<file path="src/rtl/bmi_seq.sv">
// rtl/bmi_seq.sv - multi-cycle BMI engine: shift-add square, restoring divide, saturate and classify
module bmi_seq #(
    parameter int W_WIDTH  = 8,
    parameter int H_WIDTH  = 8,
    parameter int SCALE    = 10000,
    parameter int T_UNDER  = 18,
    parameter int T_NORMAL = 25,
    parameter int T_OVER   = 30
) (
    input  logic               clk,
    input  logic               reset_n,
    input  logic               enable,
    input  logic               start,
    input  logic [W_WIDTH-1:0] weight,
    input  logic [H_WIDTH-1:0] height,
    output logic               busy,
    output logic               done,
    output logic [7:0]         bmi,
    output logic [1:0]         category,
    output logic               error
);

    localparam int NUM_W = W_WIDTH + 14;
    localparam int DEN_W = 2 * H_WIDTH;
    localparam int CNT_W = $clog2(NUM_W + 1);

    localparam logic [7:0]       TH_UNDER  = 8'(T_UNDER);
    localparam logic [7:0]       TH_NORMAL = 8'(T_NORMAL);
    localparam logic [7:0]       TH_OVER   = 8'(T_OVER);
    localparam logic [CNT_W-1:0] SQ_LAST   = CNT_W'(H_WIDTH - 1);
    localparam logic [CNT_W-1:0] DIV_LAST  = CNT_W'(NUM_W);

    typedef enum logic [2:0] {
        S_IDLE,
        S_SQUARE,
        S_DIVIDE,
        S_CLASSIFY,
        S_DONE
    } state_t;

    state_t             state;
    logic [CNT_W-1:0]   cnt;
    logic [NUM_W-1:0]   num;
    logic [NUM_W-1:0]   quo;
    logic [H_WIDTH-1:0] h_bits;
    logic [DEN_W-1:0]   h_shift;
    logic [DEN_W-1:0]   prod;
    logic [DEN_W-1:0]   den;
    logic [DEN_W:0]     rem;
    logic               zero_h;

    logic [NUM_W-1:0] num_scaled;
    logic [DEN_W:0]   rem_shift;
    logic [DEN_W+1:0] rem_diff;
    logic [7:0]       bmi_sat;
    logic [1:0]       cat_next;

    assign num_scaled = NUM_W'(weight) * NUM_W'(SCALE);

    // Remainder is always below den, so the shifted value fits DEN_W+1 bits; the extra diff bit is the borrow.
    assign rem_shift = {rem[DEN_W-1:0], num[NUM_W-1]};
    assign rem_diff  = {1'b0, rem_shift} - {2'b00, den};
    assign bmi_sat   = (|quo[NUM_W-1:8]) ? 8'hFF : quo[7:0];

    always_comb begin
        cat_next = 2'd3;
        if (bmi_sat < TH_UNDER) begin
            cat_next = 2'd0;
        end else if (bmi_sat < TH_NORMAL) begin
            cat_next = 2'd1;
        end else if (bmi_sat < TH_OVER) begin
            cat_next = 2'd2;
        end
    end

    always_ff @(posedge clk) begin
        if (!reset_n || !enable) begin
            state    <= S_IDLE;
            cnt      <= '0;
            num      <= '0;
            quo      <= '0;
            h_bits   <= '0;
            h_shift  <= '0;
            prod     <= '0;
            den      <= '0;
            rem      <= '0;
            zero_h   <= 1'b0;
            busy     <= 1'b0;
            done     <= 1'b0;
            bmi      <= '0;
            category <= '0;
            error    <= 1'b0;
        end else begin
            case (state)
                S_IDLE: begin
                    done <= 1'b0;
                    if (start) begin
                        num     <= num_scaled;
                        h_bits  <= height;
                        h_shift <= DEN_W'(height);
                        prod    <= '0;
                        rem     <= '0;
                        quo     <= '0;
                        cnt     <= '0;
                        zero_h  <= (height == '0);
                        busy    <= 1'b1;
                        state   <= (height == '0) ? S_CLASSIFY : S_SQUARE;
                    end
                end

                S_SQUARE: begin
                    if (h_bits[0]) begin
                        prod <= prod + h_shift;
                    end
                    h_shift <= h_shift << 1;
                    h_bits  <= h_bits >> 1;
                    if (cnt == SQ_LAST) begin
                        cnt   <= '0;
                        state <= S_DIVIDE;
                    end else begin
                        cnt <= cnt + 1'b1;
                    end
                end

                // Count 0 latches the finished square as the divisor; counts 1..NUM_W are the restoring steps.
                S_DIVIDE: begin
                    if (cnt == '0) begin
                        den <= prod;
                    end else begin
                        num <= num << 1;
                        if (!rem_diff[DEN_W+1]) begin
                            rem <= rem_diff[DEN_W:0];
                            quo <= {quo[NUM_W-2:0], 1'b1};
                        end else begin
                            rem <= rem_shift;
                            quo <= {quo[NUM_W-2:0], 1'b0};
                        end
                    end
                    if (cnt == DIV_LAST) begin
                        state <= S_CLASSIFY;
                    end
                    cnt <= cnt + 1'b1;
                end

                S_CLASSIFY: begin
                    if (zero_h) begin
                        bmi      <= 8'hFF;
                        category <= 2'd3;
                        error    <= 1'b1;
                    end else begin
                        bmi      <= bmi_sat;
                        category <= cat_next;
                        error    <= 1'b0;
                    end
                    done  <= 1'b1;
                    state <= S_DONE;
                end

                S_DONE: begin
                    done  <= 1'b0;
                    busy  <= 1'b0;
                    state <= S_IDLE;
                end

                default: begin
                    state <= S_IDLE;
                    busy  <= 1'b0;
                    done  <= 1'b0;
                end
            endcase
        end
    end

endmodule

</file>
<file path="config.mk">
export PLATFORM = sky130hd
export DESIGN_NAME = bmi_seq
export DESIGN_NICKNAME = d
export VERILOG_FILES = /design/src/rtl/bmi_seq.sv
export SDC_FILE = /design/constraint.sdc
export NUM_CORES = 1
export LEC_CHECK = 0
export BUFFER_PORTS_ARGS = -buffer_cell sky130_fd_sc_hd__buf_2
export CORE_ASPECT_RATIO = 1.5
export CORE_UTILIZATION = 29
export DETAILED_ROUTE_END_ITERATION = 8
export GPL_TIMING_DRIVEN = 0
export PLACE_DENSITY = 0.54
export SETUP_SLACK_MARGIN = 0.2
export SYNTH_ARGS = -nofsm -noshare
export SYNTH_HDL_FRONTEND = slang
export SYNTH_SLANG_ARGS = --single-unit
</file>
<file path="constraint.sdc">
create_clock -name clk -period 4.5 [get_ports clk]
set_clock_uncertainty 0.15 [all_clocks]
set_input_delay 0.675 -clock clk [delete_from_list [all_inputs] [get_ports clk]]
set_output_delay 0.675 -clock clk [all_outputs]
set_load 0.005 [all_outputs]
</file>
==> metrics, run 1 <==
Net Sw Power=roughly 0.88 mW; Syn Inst Count=roughly 950; total grt overflow=0; outcome=completed; commonest non-fill, non-tap cell in the layout=dfxtp_1; Yosys reg bits=between 100 and 150; Antenna diodes=0; Post-route DRC=0; CP required=approximately 4.7 ns; Worst Hold End=den[10]; Routed WL=between 20 and 25 mm; Fmax achieved=between 200 and 250 MHz; CTS tree=built; Initial DRC Count=363; reg2reg end=prod[12]; Max IR drop VDD=slightly above 0.3 mV; Tmin final=4.04 ns; synth unique cells=between 60 and 70; DP HPWL=16.1 mm; reg2reg setup slack=between 1.5 and 2 ns; nets=around 1100; clk buf depth=2; layout cells sized above 1=about 9%; cells on worst reg2reg path=9; final setup vio count=0; number of max-cap violations=0; initial antenna violation count=0; Final Max Tran Viols=0; gr usage total=between 10% and 20%; latest clock arrival within the worst-skew pair=between 0.4 and 0.5 ns; Layout area overhead=16.2%; clock slew at reported path FFs=roughly 0.060 ns; share of power burned in registers=roughly 36%; Arrival @ worst endpoint=approximately 4.2 ns; hold path cells=2; hold wc startpoint=den[10]; largest net degree at the start of global routing=17; register area share after synthesis=between 30% and 40%; min-delay worst type=flip-flop to flip-flop; worst reg2reg path startpoint=h_shift[0]; row count=73; cell-internal power=2.54 mW; switching share of power=25.8%; routed vias=6953; CP Launch Type=input pin; routability cong.=roughly 0.85; CTS sink cnt=roughly 130; Die W=roughly 140 um; asr flop ratio synth=0%; Slew HR=34.9%; dominant synthesized flop cell=dfxtp_1; Final Hold Viols=0; RSZ-0062 raised after global routing=false; Starting Density=between 20 and 30%; Die Height=204 um; die area=approximately 28000 um^2; Pre-Repair DR Iteration Count=5; Tcrit/Tclk final=between 80 and 90%; synthesized area=7890 um^2; post-synth net total=between 1000 and 1500; antenna-violating nets left=0; combinational power share=between 10% and 20%; Inserted Clock Buffers=17; Layout Cells excl Fill=approximately 1300; vias in the first global route=roughly 7000; Pleak=between 3 and 4 nW; Crit. End Element=flip-flop; CP Class=input pin to flip-flop; Vias/cell=5.15; number of synthesized flops with an enable pin=0; Power, Total=roughly 3.4 mW; CP Max Fanout=5; most frequent cells in the layout=dfxtp_1 (134), nand2_1 (125), nor2_1 (88); core area=around 27000 um^2; final hold slack=0.305 ns; drt wl/cell=approximately 15 um; Worst-Margin Slew=just under 1 ns; Clk pwr share=48.6%; Ports=33; H-tree Lvls=4; Pwr per Cell Area=around 370 nW/um^2; root buffer cell=clkbuf_16; number of buffers inserted to repair setup after CTS=0; syn avg cell area=8.32 um^2; DP Cell Count=1317; number of buffers added on ports=32; Syn. warnings=0; global-route wire length before repair=approximately 34 mm
-- worst max path at each step --
| stage | startpoint | end | slack (ns) | cells past startpoint |
|---|---|---|---|---|
| floorplan | weight[5] | num[19] | 0.51 | 12 |
| global placement | weight[2] | num[19] | 0.003 | 14 |
| detailed placement | weight[2] | num[19] | -0.07 | 14 |
| CTS | weight[2] | num[19] | 0.40 | 14 |
| global route | weight[5] | num[19] | 0.30 | 14 |
| finish | weight[5] | num[19] | 0.46 | 14 |
-- flip-flops by register name (all words and copies together) (netlist names) --
register  cells
den          16
bmi           8
state         3
category      2
quo          22
prod         16
done          1
error         1
h_bits        8
zero_h        1
busy          1
h_shift      16
rem          16
cnt           5
num          18
-- metrics by stage --
step	setup WS, ns	area, um^2	util, %	setup TNS [ns]
after floorplan	0.507	7890	-	0
after global placement	0.00251	8470	31.9	0
after detailed placement	-0.0681	8470	31.9	-0.0681
after CTS	0.396	9160	34.5	0
after global routing	0.298	9160	34.5	0
final	0.461	9160	34.5	0
-- critical path: stages --
cell and delay, ns:
buf_2 0.15, fa_1 0.57, fa_1 0.42, ha_1 0.29
inv_1 0.05, fa_1 0.52, inv_1 0.04, ha_1 0.20
or2_2 0.33, nor3b_1 0.29, o21ai_0 0.14, o211ai_1 0.15
o21ai_0 0.13, a221oi_1 0.27
-- Yosys cell counts (all sizes together), types with 5 or more instances --
cell type  instances  area share, %
a211oi            10            1.1
nor3              23            1.5
ha                73             12
mux2i             13            1.6
fa                14            3.6
nand2b             5           0.40
o21ai             70            4.6
a21o              10           0.95
or2                5           0.40
nor2              88            4.2
xor2              16            1.8
o21a               5           0.48
nand3              9           0.57
dfxtp            134             34
o221a              8            1.1
inv               57            2.7
clkbuf            39            1.9
a22oi             38            3.6
xnor2             13            1.4
a311oi            11            1.2
nand2            125            5.9
nor4               7           0.56
a22o               5           0.56
a21oi             70            4.4
a31oi             21            1.9
nor2b              7           0.65
o211ai             5           0.48
and2               5           0.40
and3               7           0.56
-- cells by family (layout without fill, tap and decap cells) --
group | count (synthesis) | in the layout | synth area share [%]
and+or+nand+nor | 297 | 297 | 16.8
AOI/OAI and AO/OA | 287 | 287 | 24.1
DFF | 134 | 134 | 34.0
buffers and inverters | 100 | 164 | 4.89
adders and majority gates | 87 | 87 | 15.1
xor gates and xnor gates | 29 | 29 | 3.22
muxes | 14 | 14 | 1.79
-- routing by layer --
metal / wire length (um) / track usage (%)
met5: 0 / 0
met4: 823 / 8.69
met3: 510 / 2.88
met2: 11000 / 29.6
met1: 8230 / 16.2
-- what timing repair did --
item | in CTS | in global routing
setup endpoints to repair | 0 | 1
hold buffers | 0 | 0
gates resized for setup | 0 | 1
-- power groups by stage --
stage	Sequential, mW	Combinational, mW	Clock (mW)
final	1.22	0.538	1.66
after global routing	1.22	0.628	1.74
after CTS	1.22	0.543	1.69
after detailed placement	1.24	0.538	0
after global placement	1.24	0.531	0
after floorplan	1.24	0.409	0
-- final cells by class --
cell class | count | area, um^2
buffer | 43 | 171
clock buffer | 19 | 443
clock inverter | 13 | 251
fill | 2770 | 17400
inverter | 57 | 214
multi-input combinational | 714 | 4820
sequential | 134 | 2680
tap | 337 | 422
timing repair buffer | 32 | 160
Note: power is estimated with default switching activity, not from simulation.
==> run 2: changes to the inputs <==
--- a/config.mk
+++ b/config.mk
@@ -6,7 +6,9 @@
 export NUM_CORES = 1
 export LEC_CHECK = 0
 export BUFFER_PORTS_ARGS = -buffer_cell sky130_fd_sc_hd__buf_2
+export CAP_MARGIN = 20
 export CORE_ASPECT_RATIO = 1.5
+export CORE_MARGIN = 2
 export CORE_UTILIZATION = 29
 export DETAILED_ROUTE_END_ITERATION = 8
 export GPL_TIMING_DRIVEN = 0
==> run 2 against run 1 <==
Fmax decreased by 0.22%. Sequential power about the same. Cell area is 0.46% lower. Count of clock-buffer cells in the layout fell by 2. Combinational power down 1%. Critical path type unchanged. Largest power group unchanged.
==> metrics, run 2 (synthesized netlist as in run 1, its figures left out) <==
min-delay worst type=flip-flop to flip-flop; Post-route DRC=0 (unchanged); CTS sink cnt=134 (unchanged); Crit. End Element=flip-flop; root buffer cell=clkbuf_16; number of buffers added on ports=32 (unchanged); Layout Cells excl Fill=1349 (unchanged); Pwr per Cell Area=361 nW/um^2 (-3.3%); Routed WL=20.4 mm (-0.67%); Tmin final=4.05 ns (+0.00872 ns); Antenna diodes=0 (unchanged); global-route wire length before repair=33.5 mm (-2.5%); clk buf depth=2 (unchanged); Arrival @ worst endpoint=4.16 ns (-0.07 ns); total grt overflow=0 (unchanged); die area=28600 um^2 (+2.5%); number of max-cap violations=0 (unchanged); clock slew at reported path FFs=0.06 ns (about the same); CP Class=input pin to flip-flop; outcome=completed; vias in the first global route=6825 (-2.1%); Largest regs=quo: 22 flops, num: 18 flops; Slew HR=37.5% (+2.7 points); initial antenna violation count=1 (+1); gr usage total=14.4% (-1.4 points); CP max-delay cell=fa_1; Die W=139 um (+1.5%); latest clock arrival within the worst-skew pair=0.42 ns (about the same); Pleak=3.65 nW (-0.52%); routed vias=6851 (-1.5%); Ports=33 (unchanged); DP HPWL=16.1 mm (-0.23%); CP Max Fanout=5 (unchanged); Final Max Tran Viols=0 (unchanged); Buf/Inv on CP=3 (unchanged); Worst-Margin Slew=0.937 ns (-0.0402 ns); CP Launch Type=input pin; Starting Density=29.6% (-0.10 points); nets=1106 (unchanged); CP required=4.61 ns (-0.08 ns); Largest register FFs=22 (unchanged); Max IR drop VDD=0.227 mV (-25%); Final Hold Viols=0 (unchanged); antenna-violating nets left=0 (unchanged); Tcrit/Tclk final=89.9% (+0.19 points); Vias/cell=5.08 (-1.5%); H-tree Lvls=4 (unchanged); drt wl/cell=15.1 um (-0.67%); core area=26700 um^2 (+0.34%); Inserted Clock Buffers=17 (unchanged); Initial DRC Count=270 (-26%); RSZ-0062 raised after global routing=false; setup_tns=0 ns (unchanged); CP top delay family=adder cells; CP max stage delay=0.55 ns (-0.02 ns); number of buffers inserted to repair setup after CTS=0 (unchanged); DP Cell Count=1317 (unchanged); CTS Hold Bufs=0 (unchanged); most frequent cells in the layout=dfxtp_1 (134), nand2_1 (125), nor2_1 (88); Fmax achieved=247 MHz (-0.22%); row count=73 (unchanged); critical-path cell list=buf_2 > ha_1 > ha_1 > inv_1 > fa_1 > fa_1 > inv_1 > ha_1 > a21oi_1 > o21ai_0 > o21ai_0 > o211ai_1 > o21ai_0 > a221oi_1; Layout area overhead=15.6%; Die Height=206 um (+0.98%); commonest non-fill, non-tap cell in the layout=dfxtp_1; layout cells sized above 1=9.09% (+0.099 points); Largest Register=quo; routability cong.=0.863 (+1.9%); CTS tree=built; final setup vio count=0 (unchanged); cts repair resizes=0 (unchanged); Pre-Repair DR Iteration Count=4 (-1); largest net degree at the start of global routing=17 (unchanged)
==> run 2: cell type report <==
cell class,count,area [um^2]
fill,2842,17600
timing repair buffer,32,160
tap,337,422
sequential,134,2680
multi-input combinational,714,4820
buffer,43,171
clock inverter,15,226
inverter,57,214
clock buffer,17,425
==> run 2: through the flow <==
step	hold WS (ns)	area [um^2]	total power [mW]	utilization (%)	setup slack, ns
4_1_cts	0.305	9120	3.33	34.2	0.378
3_5_place_dp	0.297	8470	1.78	31.8	-0.0698
2_1_floorplan	0.281	7890	1.65	-	0.507
3_3_place_gp	0.295	8470	1.77	31.8	0.0119
5_1_grt	0.319	9120	3.45	34.2	0.206
6_report	0.301	9120	3.29	34.2	0.452
==> run 2: where the power goes <==
group          internal (mW)  switching, mW
logic                  0.221          0.309
registers               1.21         0.0118
clock network          0.988          0.556
==> run 2: path summary, 6_finish.rpt <==
kind | start | endpoint | slack [ns] | cells after the start
worst min-delay path | den[11] | den[11] | 0.30 | 2
worst min register to register | den[11] | den[11] | 0.30 | 2
worst max-delay path | weight[2] | num[19] | 0.45 | 14
worst max register to register | h_shift[0] | prod[14] | 1.54 | 9
==> run 2: layer usage <==
layer	global-route usage (%)	part of all wire, %
met3	2.15	2.0
met1	15.0	42
met2	28.7	55
met4	5.74	1.5
met5	0	0.034
==> run 2: worst min-delay path: stages, from the launching register on <==
cell     delay, ns
dfxtp_1       0.31
nand2_1       0.05
a21oi_1       0.05
==> run 3: changes to the inputs <==
--- a/config.mk
+++ b/config.mk
@@ -9,10 +9,10 @@
 export CAP_MARGIN = 20
 export CORE_ASPECT_RATIO = 1.5
 export CORE_MARGIN = 2
-export CORE_UTILIZATION = 29
+export CORE_UTILIZATION = 55
 export DETAILED_ROUTE_END_ITERATION = 8
 export GPL_TIMING_DRIVEN = 0
-export PLACE_DENSITY = 0.54
+export PLACE_DENSITY = 0.82
 export SETUP_SLACK_MARGIN = 0.2
 export SYNTH_ARGS = -nofsm -noshare
 export SYNTH_HDL_FRONTEND = slang
==> run 3 against run 2 <==
Clock power shrank 15%. Cell area shrank 2.9%. Flip-flop and latch count is the same. Highest routed layer is now met4. Largest cell class unchanged. Worst hold slack gained 0.0020 ns. Die area shrank 46%. Routed wire length shrank 4.1%. Count of clock-buffer cells in the layout is the same. Register-to-register slack gained 0.04 ns. Non-clock buffer count grew 1. Critical path type unchanged. Final cell count shrank 11%.
==> metrics, run 3 (synthesized netlist as in run 1, its figures left out) <==
Tmin final=4.04 ns (-0.0111 ns); Arrival @ worst endpoint=4.21 ns (+0.05 ns); Die Height=151 um (-27%); final setup vio count=0 (unchanged); setup_tns=0 ns (unchanged); global-route wire length before repair=32.4 mm (-3.2%); DP Cell Count=1172 (-11%); most frequent cells in the layout=dfxtp_1 (134), nand2_1 (125), nor2_1 (88); clock slew at reported path FFs=0.06 ns (about the same); CP Launch Type=input pin; Setup WS post-layout=0.464 ns (+0.0111 ns); Fmax achieved=248 MHz (+0.28%); initial antenna violation count=0 (-1); Largest regs=quo: 22 flops, num: 18 flops; Final Max Tran Viols=0 (unchanged); Crit. End Element=flip-flop; final hold slack=0.303 ns (+0.00202 ns); post-layout util=63.3% (+29 points); Placement Setup Slack=-0.0428 ns (+0.0270 ns); Die W=102 um (-27%); RSZ-0062 raised after global routing=false; Antenna diodes=0 (unchanged); DP HPWL=14.6 mm (-8.8%); Net Sw Power=0.911 mW (+4.0%); root buffer cell=clkbuf_16; switching share of power=29.6% (+3.0 points); number of max-cap violations=0 (unchanged); crit path launch=weight[5]; outcome=completed; cell-internal power=2.16 mW (-10%); Filler cells=1174 (-59%); core area=14000 um^2 (-48%); Largest register FFs=22 (unchanged); Inserted Clock Buffers=17 (unchanged); Layout area overhead=12.3%; latest clock arrival within the worst-skew pair=0.42 ns (about the same); Starting Density=56.4% (+27 points); nets=1107 (+0.090%); placed cell areas=8290 um^2 (-2.1%); row count=53 (-27%); clk buf depth=2 (unchanged); gr usage total=26.9% (+12 points); worst reg2reg path startpoint=prod[0]; Routed WL=19.6 mm (-4.1%); crit path capture=num[19]; H-tree Lvls=4 (unchanged); Power, Total=3.07 mW (-6.6%); Clk pwr share=42.6% (-4.3 points); commonest non-fill, non-tap cell in the layout=dfxtp_1; reg2reg setup slack=1.58 ns (+0.04 ns); routability cong.=0.914 (+6.0%); Ports=33 (unchanged); CP required=4.67 ns (+0.06 ns); routed vias=7132 (+4.1%); Max IR drop VDD=0.257 mV (+13%); combinational power share=17.7% (+1.6 points); Pwr per Cell Area=347 nW/um^2 (-3.8%); Initial DRC Count=338 (+25%); Largest Register=quo; CP Class=input pin to flip-flop; min-delay worst type=flip-flop to flip-flop; final std cell area, no fill=8850 um^2 (-2.9%); Final Hold Viols=0 (unchanged); Tcrit/Tclk final=89.7% (-0.25 points); Pleak=3.62 nW (-0.88%); number of buffers added on ports=32 (unchanged); vias in the first global route=7024 (+2.9%); Pre-Repair DR Iteration Count=6 (+2); antenna-violating nets left=0 (unchanged); Post-route DRC=0 (unchanged); die area=15300 um^2 (-46%); Worst-Margin Slew=0.846 ns (-0.0912 ns); CTS sink cnt=134 (unchanged); cells on worst reg2reg path=9 (unchanged); Vias/cell=5.92 (+17%); CTS tree=built; CP Max Fanout=5 (unchanged); total grt overflow=0 (unchanged); layout cells sized above 1=9.28% (+0.19 points); largest net degree at the start of global routing=17 (unchanged); Layout Cells excl Fill=1205 (-11%); drt wl/cell=16.2 um (+7.3%); reg2reg end=prod[14]; Slew HR=43.2% (+5.6 points); share of power burned in registers=39.6% (+2.6 points)
## run 3: metal layers
layer	vias to the layer above	track usage (%)	part of all wire (%)
met1	3333	27.6	37
met5	-	0	0
met3	73	4.13	3.5
met2	209	50.0	54
met4	0	15.9	5.3
li1	3517	-	-
## run 3: worst min-delay path by stage
stage | endpoint | slack, ns | start | depth (start not counted)
after detailed placement | den[4] | 0.30 | den[4] | 2
final | h_bits[7] | 0.30 | h_bits[7] | 2
after floorplan | h_bits[7] | 0.28 | h_bits[7] | 2
after global placement | h_bits[7] | 0.29 | h_bits[7] | 2
after CTS | den[4] | 0.30 | den[4] | 2
after global routing | den[7] | 0.32 | den[7] | 2
## run 3: worst max-delay path, stage by stage
cell and delay [ns]:
buf_2 0.16, fa_1 0.57, fa_1 0.42, ha_1 0.29, inv_1 0.05, fa_1 0.52
inv_1 0.04, ha_1 0.21, or2_2 0.33, nor3b_2 0.20, o21ai_0 0.12, o211ai_1 0.10
buf_4 0.15, o21ai_0 0.07, a221oi_1 0.29
## run 3: timing repair
action                                  in CTS  in global routing
hold buffers                                 0                  0
endpoints found under the setup margin       0                  1
resized for setup                            0                  2
buffers inserted                             0                  1
## run 3: final cells by class
cell class	count	area, um^2	area share, %
plain buffers	43	171	1.94
clock buffers	17	425	4.80
clock inverters	15	130	1.47
inverters	57	214	2.42
multi-input cells	714	4820	54.5
flip-flops and latches	134	2680	30.3
well taps	192	240	2.71
repair buffers	33	168	1.89
## run 3: power by group through the flow
stage	Combinational, mW	Sequential [mW]	Clock [mW]
detailed placement	0.528	1.24	0
global placement	0.515	1.24	0
finish	0.545	1.22	1.31
CTS	0.533	1.22	1.32
global route	0.624	1.22	1.38
floorplan	0.409	1.24	0
